[config.mk]
export PLATFORM = sky130hd
export DESIGN_NAME = day_counter
export DESIGN_NICKNAME = d
export VERILOG_FILES = /design/src/rtl/day_counter.sv
export SDC_FILE = /design/constraint.sdc
export NUM_CORES = 1
export LEC_CHECK = 0
export CAP_MARGIN = 40
export CORE_MARGIN = 2
export CORE_UTILIZATION = 55
export DETAILED_ROUTE_END_ITERATION = 10
export DONT_BUFFER_PORTS = 1
export GPL_ROUTABILITY_DRIVEN = 0
export PLACE_DENSITY_LB_ADDON = 0.15
export SLEW_MARGIN = 5
export SYNTH_ARGS = -nofsm -noshare
export SYNTH_HDL_FRONTEND = slang
export SYNTH_SLANG_ARGS = --single-unit
[constraint.sdc]
create_clock -name clk -period 4.9 [get_ports clk]
set_input_delay 0.49 -clock clk [delete_from_list [all_inputs] [get_ports clk]]
set_output_delay 0.49 -clock clk [all_outputs]
set_load 0.01 [all_outputs]
[src/rtl/day_counter.sv]
// Day-of-month counter for the calendar chain: advances on the day tick, carries into the month
// counter, supports manual inc/dec setting and clamps when month/year shrink. Define LEAP_YEAR_EN for Gregorian February.
module day_counter #(
  parameter int YEAR_W      = 14,
  parameter int SYNC_INPUTS = 1
) (
  input  logic              clk,
  input  logic              rstn,
  input  logic              tick_in,
  input  logic              set_enable,
  input  logic              set_mode,
  input  logic              inc,
  input  logic              dec,
  input  logic [3:0]        month,
  input  logic [YEAR_W-1:0] year,
  output logic [4:0]        day,
  output logic [3:0]        day_tens,
  output logic [3:0]        day_units,
  output logic              day_done
);

  logic [4:0] r_day;
  logic       r_day_done;
  logic       r_inc_q;
  logic       r_dec_q;

  logic       w_inc_s;
  logic       w_dec_s;
  logic       w_inc_rise;
  logic       w_dec_rise;
  logic       w_leap;
  logic [4:0] w_dim;
  logic [4:0] w_day_nxt;
  logic       w_done_nxt;

  generate
    if (SYNC_INPUTS != 0) begin : g_sync
      logic [1:0] r_inc_sync;
      logic [1:0] r_dec_sync;

      // NOTE: the async reset also clears the synchroniser so a level held through reset registers as a fresh edge.
      always_ff @(posedge clk or negedge rstn) begin
        if (!rstn) begin
          r_inc_sync <= 2'b00;
          r_dec_sync <= 2'b00;
        end else begin
          r_inc_sync <= {r_inc_sync[0], inc};
          r_dec_sync <= {r_dec_sync[0], dec};
        end
      end

      assign w_inc_s = r_inc_sync[1];
      assign w_dec_s = r_dec_sync[1];
    end else begin : g_nosync
      assign w_inc_s = inc;
      assign w_dec_s = dec;
    end
  endgenerate

  assign w_inc_rise = w_inc_s & ~r_inc_q;
  assign w_dec_rise = w_dec_s & ~r_dec_q;

`ifdef LEAP_YEAR_EN
  assign w_leap = (((year % YEAR_W'(4)) == '0) && ((year % YEAR_W'(100)) != '0))
                || ((year % YEAR_W'(400)) == '0);
`else
  logic w_unused_year;
  assign w_unused_year = ^year;
  assign w_leap        = 1'b0;
`endif

  always_comb begin
    case (month)
      4'd4, 4'd6, 4'd9, 4'd11: w_dim = 5'd30;
      4'd2:                    w_dim = w_leap ? 5'd29 : 5'd28;
      default:                 w_dim = 5'd31;
    endcase
  end

  // Priority: set-mode single step > run tick > clamp (a simultaneous inc+dec is no step).
  always_comb begin
    // NOTE: defaults first so every path assigns every output and no latch is inferred.
    w_day_nxt  = r_day;
    w_done_nxt = 1'b0;
    if (set_enable && set_mode && (w_inc_rise ^ w_dec_rise)) begin
      if (w_inc_rise) w_day_nxt = (r_day >= w_dim) ? 5'd1 : r_day + 5'd1;
      else            w_day_nxt = (r_day <= 5'd1) ? w_dim : r_day - 5'd1;
    end else if (!set_enable && tick_in) begin
      if (r_day >= w_dim) begin
        w_day_nxt  = 5'd1;
        w_done_nxt = 1'b1;
      end else begin
        w_day_nxt = r_day + 5'd1;
      end
    end else if (r_day > w_dim) begin
      w_day_nxt = w_dim;
    end
  end

  // NOTE: sequential state uses non-blocking assignments so all flops update from pre-edge values.
  always_ff @(posedge clk or negedge rstn) begin
    if (!rstn) begin
      r_day      <= 5'd1;
      r_day_done <= 1'b0;
      r_inc_q    <= 1'b0;
      r_dec_q    <= 1'b0;
    end else begin
      r_day      <= w_day_nxt;
      r_day_done <= w_done_nxt;
      r_inc_q    <= w_inc_s;
      r_dec_q    <= w_dec_s;
    end
  end

  assign day       = r_day;
  assign day_done  = r_day_done;
  assign day_tens  = 4'(r_day / 5'd10);
  assign day_units = 4'(r_day % 5'd10);

endmodule

==> metrics.md <==
| Metric | Value |
|---|---|
| Tightest Pin Transition | `about 0.64 ns` |
| Initial drt markers | `15` |
| Post-route ant nets | `0` |
| First drt pass iteration count | `4` |
| Worst Hold Class | `in -> async` |
| Global-route wire length before repair | `around 3000 microns` |
| Number of diodes | `0` |
| Seq/Total Area, Yosys | `28.3%` |
| Final setup fails | `0` |
| Post-DP HPWL | `roughly 1500 microns` |
| Hold Fails Final Rpt | `0` |
| VDD IR max | `roughly 0.30 mV` |
| Core area | `between 1500 and 2000 sq um` |
| Slowest library cell on the worst path | `dfrtp_1` |
| DR WL/cell | `14.5 microns` |
| Fin Setup TNS | `0 ns` |
| Period utilization | `64.2%` |
| Endpoint class of the critical path | `output pin` |
| Postcts setup bufs | `0` |
| Most common cell in the synthesized netlist | `ha_1` |
| Top cells by area, synth | `dfrtp_1, ha_1, xnor2_1, nor2_1, buf_6` |
| Pleak | `between 0.4 and 0.5 nW` |
| Final Max Slew Viols | `0` |
| Rel. slew slack | `57.2%` |
| Worst-path clk slew | `~0.070 ns` |
| Worst path max stage delay | `0.58 ns` |
| Syn. warnings | `0` |
| Clk buf depth | `2` |
| Initial Utilization | `59.8%` |
| Async S/R FF share, synth | `between 90% and 100%` |
| Netlist cell types | `44` |
| Grt total ovfl | `0` |
| Synthesis-to-finish area growth | `2.00%` |
| Num CTS Buffers | `3` |
| CTS Root Cell | `clkbuf_4` |
| Unrepaired setup endpoints after global routing | `false` |
| Clock sinks | `12` |
| Post-synthesis instance area | `roughly 1100 sq um` |
| Crit-path cells | `inv_1 > ha_1 > o21ai_0 > xnor2_1 > ha_1 > nor3b_1 > o21a_1 > mux2i_1` |
| Req. time, crit path | `between 4 and 5 ns` |
| Critical Path AT | `2.66 ns` |
| Area of the multi-input gates | `roughly 690 sq um` |
| Max-cap check violation count | `0` |
| Met2 routed WL | `between 900 and 1000 microns` |
| Max Fclk | `between 300 and 400 MHz` |
| Nets | `150` |
| Yosys reg bits | `12` |
| Clock Skews | `roughly 0.0014 ns` |
| Top cell by count, worst path | `ha_1` |
| Top cell type's share of synthesized area | `25.8%` |
| Storage cell area | `302 sq um` |
| Setup crit start kind | `flop` |
| Vias in the first global route | `635` |
| Crit Path Max Fanout | `10` |
| Setup CP Type | `reg -> out` |
| I/O pins | `39` |
| Die width | `48.0 microns` |
| Fillers | `about 160` |
| Share of cells above drive strength 1 | `around 11%` |
| Largest net degree at the start of global routing | `14` |
| Top FF cell, synth | `dfrtp_1` |
| Global router's overall resource usage | `around a fifth` |
| Total die area | `approximately 2300 sq um` |
| Number of enable flip-flop cells after synthesis | `0` |
| CTS tree | `built` |
| Port Buffer Count | `0` |
| FF-to-FF Start | `day[0]$_DFFE_PN1P_` |
| Vias per Instance | `between 6 and 7` |
| Largest area contributor in the netlist | `dfrtp_1` |
| Initial antenna violation count | `0` |
| Routed length on met3 | `about 130 microns` |
| R2R Setup Slk | `around 2.6 ns` |
| Row count | `15` |
| Mapped Cells | `around 110` |
| RR Endpoint | `day[2]$_DFFE_PN0P_` |
| Post-synth top cells | `ha_1, dfrtp_1, nor2_1` |
| Hold slack final | `0.0600 ns` |
| Mapped Avg Cell Area | `between 9 and 10 sq um` |
| DRC | `0` |
| Top Layer Used | `met4` |
| Clock period minus worst slack | `around 3.1 ns` |
| Clk_lat worst skew | `between 0.2 and 0.3 ns` |
| Routed via count | `approximately 830` |
| Wl on met1 | `approximately 900 microns` |
| Outcome | `finished clean` |
| H-tree levels | `1` |
| Chip height | `roughly 48 microns` |
| Power Dens Cells | `633 nW/um^2` |
| Reg2reg path depth | `7` |
| DRT Wirelength | `about 2000 microns` |
==> layer usage <==
| metal | up-vias | global-route usage, % |
|---|---|---|
| met5 | - | 0 |
| met4 | 0 | 4.86 |
| met3 | 2 | 6.04 |
| met2 | 34 | 29.6 |
| met1 | 391 | 26.4 |
| li1 | 406 | - |
==> state kept, by name, summed over array words and instances (netlist names) <==
name	flops
day	5
g_sync.r_dec_sync	2
g_sync.r_inc_sync	2
day_done	1
r_dec_q	1
r_inc_q	1
==> worst max-delay path by stage <==
| stage | slack (ns) | from | endpoint |
|---|---|---|---|
| finish | 1.75 | day[3]$_DFFE_PN0P_ | day_units[2] |
| global route | 1.53 | day[3]$_DFFE_PN0P_ | day_units[2] |
| CTS | 1.75 | day[3]$_DFFE_PN0P_ | day_units[2] |
| detailed placement | 2.06 | day[3]$_DFFE_PN0P_ | day_units[2] |
| global placement | 2.09 | day[3]$_DFFE_PN0P_ | day_units[2] |
| floorplan | 2.33 | day[3]$_DFFE_PN0P_ | day_units[2] |
==> placed cells by master, fill, tap and decap left out, types with 2 or more instances in the layout <==
master	count
nand2_1	8
nor2_1	9
nand3_1	3
o211ai_1	3
xnor2_1	6
o31a_2	2
dfrtp_1	11
inv_1	6
nor2b_1	3
nor3b_1	2
a31oi_1	2
o21a_1	2
o211a_1	2
conb_1	2
o21ai_0	5
clkbuf_4	3
mux2i_1	2
a21o_1	2
ha_1	12
a21oi_1	3
==> worst max-delay path: cells and delay by family (launching register included) <==
| kind | cells | cell delay, ns |
|---|---|---|
| flops | 1 | 0.58 |
| compound gates | 2 | 0.49 |
| fa+ha+maj | 2 | 0.45 |
| mux | 1 | 0.32 |
| simple gates | 1 | 0.19 |
| xor+xnor | 1 | 0.18 |
| buf+inv | 1 | 0.17 |
==> power breakdown <==
group,internal [mW],switching (mW)
Combinational,0.173,0.233
Sequential,0.126,0.0822
Clock,0.0451,0.0298
==> stage by stage <==
step / utilization [%] / instances / cell area [sq um] / power [mW] / setup slack [ns]
2_1_floorplan: - / 114 / 1070 / 0.561 / 2.33
3_3_place_gp: 58.4 / 132 / 1040 / 0.603 / 2.09
3_5_place_dp: 58.4 / 132 / 1040 / 0.614 / 2.06
4_1_cts: 61.0 / 137 / 1090 / 0.694 / 1.75
5_1_grt: 61.0 / 137 / 1090 / 0.759 / 1.53
6_report: 61.0 / 137 / 1090 / 0.688 / 1.75
==> logic make-up after synthesis <==
| group | count (synthesis) | share of synthesized area, % |
|---|---|---|
| and+or+nand+nor | 34 | 17.3 |
| AOI/OAI and AO/OA | 32 | 24.1 |
| buffers and inverters | 13 | 7.75 |
| adders and majority gates | 12 | 14.1 |
| DFF | 12 | 28.3 |
| xor gates and xnor gates | 6 | 4.93 |
| muxes | 3 | 3.29 |
| other | 1 | 0.352 |
==> what timing repair did <==
action / in CTS / in global routing
gates resized for setup: 0 / 0
hold buffers: 1 / 0
hold endpoints to repair: 11 / 0
==> layout make-up <==
cell class | count | share of cell area [%]
flip-flops and latches | 12 | 27.7
well taps | 25 | 2.88
inverters | 6 | 2.07
multi-input cells | 89 | 63.1
repair buffers | 1 | 0.921
clock buffers | 4 | 3.34
Power figures use the tool's default switching activity.
